File: config.mk
export PLATFORM = sky130hd
export DESIGN_NAME = round_history_recorder_flat
export DESIGN_NICKNAME = d
export VERILOG_FILES = /design/src/rtl/round_history_recorder_if.sv /design/src/rtl/round_history_recorder.sv /design/src/flat_wrapper.sv
export SDC_FILE = /design/constraint.sdc
export NUM_CORES = 1
export LEC_CHECK = 0
export ABC_AREA = 1
export BUFFER_PORTS_ARGS = -buffer_cell sky130_fd_sc_hd__buf_2
export CAP_MARGIN = 10
export CORE_MARGIN = 8
export CORE_UTILIZATION = 63
export CTS_CLUSTER_SIZE = 28
export DETAILED_ROUTE_END_ITERATION = 6
export PLACE_DENSITY = 0.86
export SLEW_MARGIN = 25
export SYNTH_ARGS = -nofsm -noshare
export SYNTH_HDL_FRONTEND = slang
export SYNTH_SLANG_ARGS = --single-unit
File: constraint.sdc
create_clock -name clock -period 11.35 [get_ports clock]
set_clock_uncertainty 0.2 [all_clocks]
set_input_delay 1.135 -clock clock [delete_from_list [all_inputs] [get_ports clock]]
set_output_delay 1.135 -clock clock [all_outputs]
set_load 0.05 [all_outputs]
File: src/rtl/round_history_recorder_if.sv
`default_nettype none
// ============================================================================
// Module      : round_history_recorder_if
// Description : Grade-capture and history-readback bundle for the round
//               history recorder.
// Revision    : 1.0 - initial release
// ============================================================================
interface round_history_recorder_if #(
    parameter int IDX_W = 3,
    parameter int PAT_W = 12
);
    logic             StartGame;
    logic             GradeDone;
    logic [PAT_W-1:0] Guess;
    logic [3:0]       Znarly;
    logic [3:0]       Zood;
    logic             GameWon;
    logic             ReadEn;
    logic [IDX_W-1:0] ReadIndex;
    logic [PAT_W-1:0] ReadGuess;
    logic [3:0]       ReadZnarly;
    logic [3:0]       ReadZood;
    logic             ReadValid;
    logic [3:0]       NumRecorded;
    logic [3:0]       BestZnarly;
    logic [3:0]       BestRound;
    logic             Recording;
    logic             Closed;
    logic             Overflow;

    modport master (
        output StartGame, GradeDone, Guess, Znarly, Zood, GameWon, ReadEn, ReadIndex,
        input  ReadGuess, ReadZnarly, ReadZood, ReadValid, NumRecorded,
               BestZnarly, BestRound, Recording, Closed, Overflow
    );

    modport slave (
        input  StartGame, GradeDone, Guess, Znarly, Zood, GameWon, ReadEn, ReadIndex,
        output ReadGuess, ReadZnarly, ReadZood, ReadValid, NumRecorded,
               BestZnarly, BestRound, Recording, Closed, Overflow
    );
endinterface
`default_nettype wire

File: src/rtl/round_history_recorder.sv
`default_nettype none
// ============================================================================
// Module      : round_history_recorder
// Description : Records each graded round into a DEPTH-entry history, tracks
//               the best round and game closure, and offers registered readback.
// Revision    : 1.0 - initial release
// ============================================================================
module round_history_recorder #(
    parameter int DEPTH = 8,
    parameter int IDX_W = 3,
    parameter int PAT_W = 12
) (
    input  logic                    clock,
    input  logic                    reset,
    round_history_recorder_if.slave bus
);
    localparam int ENT_W = PAT_W + 8;

    typedef enum logic [1:0] {
        IDLE = 2'd0,
        REC  = 2'd1,
        DONE = 2'd2
    } state_t;

    state_t           state;
    logic [ENT_W-1:0] entries [DEPTH];
    logic [3:0]       num_rec;
    logic [3:0]       best_zn;
    logic [3:0]       best_round;
    logic             recording;
    logic             closed;
    logic             overflow;
    logic [PAT_W-1:0] rd_guess;
    logic [3:0]       rd_zn;
    logic [3:0]       rd_zd;
    logic             rd_valid;

    logic [3:0]       num_next;
    logic             read_hit;

    assign num_next = num_rec + 4'd1;
    // Compared against the pre-write count, so a same-cycle write is not yet visible.
    assign read_hit = 4'(bus.ReadIndex) < num_rec;

    always_ff @(posedge clock or posedge reset) begin
        if (reset) begin
            state      <= IDLE;
            recording  <= 1'b0;
            closed     <= 1'b0;
            overflow   <= 1'b0;
            num_rec    <= 4'd0;
            best_zn    <= 4'd0;
            best_round <= 4'd0;
            rd_guess   <= '0;
            rd_zn      <= 4'd0;
            rd_zd      <= 4'd0;
            rd_valid   <= 1'b0;
            for (int i = 0; i < DEPTH; i++) begin
                entries[i] <= '0;
            end
        end else begin
            if (bus.ReadEn) begin
                rd_valid                  <= read_hit;
                {rd_guess, rd_zn, rd_zd}  <= read_hit ? entries[bus.ReadIndex] : '0;
            end

            if (bus.StartGame) begin
                state      <= REC;
                recording  <= 1'b1;
                closed     <= 1'b0;
                overflow   <= 1'b0;
                num_rec    <= 4'd0;
                best_zn    <= 4'd0;
                best_round <= 4'd0;
                for (int i = 0; i < DEPTH; i++) begin
                    entries[i] <= '0;
                end
            end else if (bus.GradeDone) begin
                if (state == REC) begin
                    entries[num_rec[IDX_W-1:0]] <= {bus.Guess, bus.Znarly, bus.Zood};
                    num_rec <= num_next;
                    // Strict compare: a tie keeps the earlier round.
                    if (bus.Znarly > best_zn) begin
                        best_zn    <= bus.Znarly;
                        best_round <= num_next;
                    end
                    if (bus.GameWon || (num_next == 4'(DEPTH))) begin
                        state     <= DONE;
                        recording <= 1'b0;
                        closed    <= 1'b1;
                    end
                end else begin
                    overflow <= 1'b1;
                end
            end
        end
    end

    assign bus.ReadGuess   = rd_guess;
    assign bus.ReadZnarly  = rd_zn;
    assign bus.ReadZood    = rd_zd;
    assign bus.ReadValid   = rd_valid;
    assign bus.NumRecorded = num_rec;
    assign bus.BestZnarly  = best_zn;
    assign bus.BestRound   = best_round;
    assign bus.Recording   = recording;
    assign bus.Closed      = closed;
    assign bus.Overflow    = overflow;
endmodule
`default_nettype wire

File: src/flat_wrapper.sv
// flat-port wrapper written by rule: the top's interface ports become plain ports
module round_history_recorder_flat 
#(
    parameter int DEPTH = 8,
    parameter int IDX_W = 3,
    parameter int PAT_W = 12
)
  (clock, reset, bus_StartGame, bus_GradeDone, bus_Guess, bus_Znarly, bus_Zood, bus_GameWon, bus_ReadEn, bus_ReadIndex, bus_ReadGuess, bus_ReadZnarly, bus_ReadZood, bus_ReadValid, bus_NumRecorded, bus_BestZnarly, bus_BestRound, bus_Recording, bus_Closed, bus_Overflow);
  round_history_recorder_if #(.IDX_W(IDX_W), .PAT_W(PAT_W)) bus_i ();
  input  logic clock;
  input  logic reset;
  input wire logic [$bits(bus_i.StartGame)-1:0] bus_StartGame;
  input wire logic [$bits(bus_i.GradeDone)-1:0] bus_GradeDone;
  input wire logic [$bits(bus_i.Guess)-1:0] bus_Guess;
  input wire logic [$bits(bus_i.Znarly)-1:0] bus_Znarly;
  input wire logic [$bits(bus_i.Zood)-1:0] bus_Zood;
  input wire logic [$bits(bus_i.GameWon)-1:0] bus_GameWon;
  input wire logic [$bits(bus_i.ReadEn)-1:0] bus_ReadEn;
  input wire logic [$bits(bus_i.ReadIndex)-1:0] bus_ReadIndex;
  output wire logic [$bits(bus_i.ReadGuess)-1:0] bus_ReadGuess;
  output wire logic [$bits(bus_i.ReadZnarly)-1:0] bus_ReadZnarly;
  output wire logic [$bits(bus_i.ReadZood)-1:0] bus_ReadZood;
  output wire logic [$bits(bus_i.ReadValid)-1:0] bus_ReadValid;
  output wire logic [$bits(bus_i.NumRecorded)-1:0] bus_NumRecorded;
  output wire logic [$bits(bus_i.BestZnarly)-1:0] bus_BestZnarly;
  output wire logic [$bits(bus_i.BestRound)-1:0] bus_BestRound;
  output wire logic [$bits(bus_i.Recording)-1:0] bus_Recording;
  output wire logic [$bits(bus_i.Closed)-1:0] bus_Closed;
  output wire logic [$bits(bus_i.Overflow)-1:0] bus_Overflow;
  assign bus_i.StartGame = bus_StartGame;
  assign bus_i.GradeDone = bus_GradeDone;
  assign bus_i.Guess = bus_Guess;
  assign bus_i.Znarly = bus_Znarly;
  assign bus_i.Zood = bus_Zood;
  assign bus_i.GameWon = bus_GameWon;
  assign bus_i.ReadEn = bus_ReadEn;
  assign bus_i.ReadIndex = bus_ReadIndex;
  assign bus_ReadGuess = bus_i.ReadGuess;
  assign bus_ReadZnarly = bus_i.ReadZnarly;
  assign bus_ReadZood = bus_i.ReadZood;
  assign bus_ReadValid = bus_i.ReadValid;
  assign bus_NumRecorded = bus_i.NumRecorded;
  assign bus_BestZnarly = bus_i.BestZnarly;
  assign bus_BestRound = bus_i.BestRound;
  assign bus_Recording = bus_i.Recording;
  assign bus_Closed = bus_i.Closed;
  assign bus_Overflow = bus_i.Overflow;
  round_history_recorder #(.DEPTH(DEPTH), .IDX_W(IDX_W), .PAT_W(PAT_W)) u_core (.clock(clock), .reset(reset), .bus(bus_i));
endmodule
==> flow_summary.toml <==
[worst_setup_path]
crit_required_ns = 11.52
path_cells = "buf_2 -> buf_4 -> inv_4 -> nand2_1 -> nand2_1 -> nand2_1 -> nand2_1 -> nand2_1 -> nor2_2 -> nand2_1 -> nand2_1"
criticalPathCategory = "primary input to flip-flop"
crit_family = "simple AND/OR/NAND/NOR gates"
crit_arrival_ns = 3.81
end_kind = "flip-flop"
critPathMaxFanout = 81
crit_path_frequent_cell = "nand2_1"
slowest_delay_ns = 0.77
cpMaxStageDelayCell = "inv_4"
start_kind = "primary input"
path_buf_inv = 3

[timing]
hold_viol = 0
relSlewSlack_pct = 27.2
finalSetupTns_ns = 0
layout_setup_ws_ns = 7.71
rsz0062_at_grt = "false"
post-route-min-period_ns = 3.64
maxSlewViolCount = 0
period_share_pct = 32.1
holdWs_ns = 0.278
finalSetupViolations = 0
clock.fmax_mhz = 275
worst_slew_pin_slew_ns = 1.09

[routing]
routed_via_density = 6.10
ant_nets = 0
met2_length_mm = 12.0
vias = 8289
wirelength_mm = 26.0
m1WireLength_mm = 9.82
first_iter_violations = 1187
dr_wl_met3_mm = 3.10
top_layer = "met4"
drt_pass1_iterations = 6
drcViolationCount = 0
avgRoutedWirePerCell_um = 19.2

[die]
initial_utilization_pct = 64.0
pin_count = 65
die_y_um = 137
die_area_um2 = 18800
core-area_um2 = 14400
rows = 44
die_w_um = 137

[yosys]
ys_ff_latch = 196
synth-edff-count = 0
yosys_most_used_dff = "dfrtp_1"
async_reset_ff_share_pct = 100
synth_top_area_share_pct = 53.1
synth.most_common_cell = "nand2_1"
synth-seq-area-share_pct = 53.1
ys_types = 22
synth_nets = 1176
synthTopCellsByCount = "395 x nand2_1, 196 x dfrtp_1, 180 x inv_1, 160 x o22ai_1, 90 x nand3_1"
synth_warnings = 0
yosys-top-cells-area = "dfrtp_1 53%, nand2_1 16%, o22ai_1 11%"
syn_area_um2 = 9240
syn_avg_cell_area_um2 = 8.10
yosysTopAreaCell = "dfrtp_1"
netlist_instances = 1140

[clocking]
clk_latency_ns = 0.43
cts_max_level = 4
cts_buffers = 17
cts.clk_slew.worst_paths_ns = 0.07
cts_tree = "yes"
ctsHoldBuffers = 0
cts.sinks = 196
cts_resized = 0
clk_path_buf_depth = 2
cts_root_buf = "clkbuf_16"
postCtsSetupBuffers = 0

[placement]
placed_cells = 1327
pre_cts_slack_ns = 7.35
place_area_um2 = 9450
hpwl_mm = 14.0
place_congestion = 0.810
portBuffers = 64

[layout]
drive_above_1_share_pct = 10.1
postLayoutCoreUtil_pct = 70.0
n_fill_cell = 1079
fin_nets = 1198
multi_input_area_um2 = 3210
n_antenna_cell = 0
fin_area_um2 = 10100
layout-area-overhead-vs-synth_pct = 9.35
register_area_um2 = 4900
fin_cells = 1358

[flow_run]
max_cap_viol_count = 0

[status]
status = "completed"

[power]
p_leak_nw = 5.36
ir_drop_mv = 0.109
power.density_nw_per_um2 = 156
p_total_mw = 1.57

[grt]
overflow = 0
grt_first_pass_wirelength_mm = 41.6
antenna_found_initial = 0
grt_use_total_pct = 28.5
grt_max_degree = 126
first_global_vias = 8200

[worst_hold_path]
worst_hold_path_type = "flip-flop to flip-flop"
-- sequential cells by signal (all words and copies together), names as in the netlist --
name / count
u_core.bus.ReadZood: 4
u_core.bus.ReadGuess: 12
u_core.entries: 160
u_core.bus.ReadValid: 1
u_core.bus.NumRecorded: 4
u_core.bus.BestZnarly: 4
u_core.bus.Overflow: 1
u_core.state: 2
u_core.bus.BestRound: 4
u_core.bus.ReadZnarly: 4
-- area by class of cell --
type	count	share of cell area (%)
Clock buffer	21	4.66
Clock inverter	10	1.76
Multi-Input combinational cell	688	31.8
Timing Repair Buffer	75	3.99
Sequential cell	196	48.6
Tap cell	184	2.28
Inverter	184	6.94
-- path summary, 6_finish.rpt --
path | startpoint | endpoint | slack [ns] | cells past startpoint
worst min-delay path | u_core.bus.ReadGuess[7] | u_core.bus.ReadGuess[7] | 0.28 | 2
worst max register to register | u_core.bus.NumRecorded[1] | u_core.entries[70] | 8.70 | 7
max in group asynchronous | reset | u_core.bus.ReadZood[3] | 8.86 | 3
min in group asynchronous | reset | u_core.entries[76] | 0.66 | 2
worst max-delay path | bus_ReadIndex[0] | u_core.bus.ReadGuess[11] | 7.71 | 11
worst min register to register | u_core.bus.ReadGuess[7] | u_core.bus.ReadGuess[7] | 0.28 | 2
-- cell usage in the layout (no fill, tap or decap), drive strengths merged --
cell,count
ha,7
nand2,397
nor2,17
inv,184
nand3,92
clkinv,4
o21ai,5
nor3,2
buf,75
or2,1
bufinv,5
clkinvlp,1
a21oi,2
dfrtp,196
clkbuf,21
nand4,4
o22ai,160
o21bai,1
-- cells by family after synthesis --
family,after synthesis,share of synthesized area [%]
AO/OA/AOI/OAI,168,11.3
adder cells (fa/ha/maj),7,0.948
buffers and inverters,256,12.2
flip-flops,196,53.1
AND/OR/NAND/NOR,513,22.5
-- routing by layer --
layer / track usage [%] / up-vias
met4: 14.5 / 0
met1: 36.0 / 3926
met5: 0 / -
met3: 7.82 / 106
met2: 44.2 / 565
li1: - / 3692
-- worst register-to-register path, cell delays in order, from the launching register on --
cell and delay, ns:
dfrtp_1 0.46, inv_1 0.15, nand2_1 0.11, nor2_1 0.05
nand2_1 0.09, buf_4 0.34, nand2_1 0.74, o22ai_1 0.39
-- report_power, final --
part / total, mW / internal (mW) / switching [mW]
logic: 0.189 / 0.0427 / 0.146
clock network: 0.663 / 0.406 / 0.257
registers: 0.722 / 0.714 / 0.00883
(Power assumes the default switching activity.)
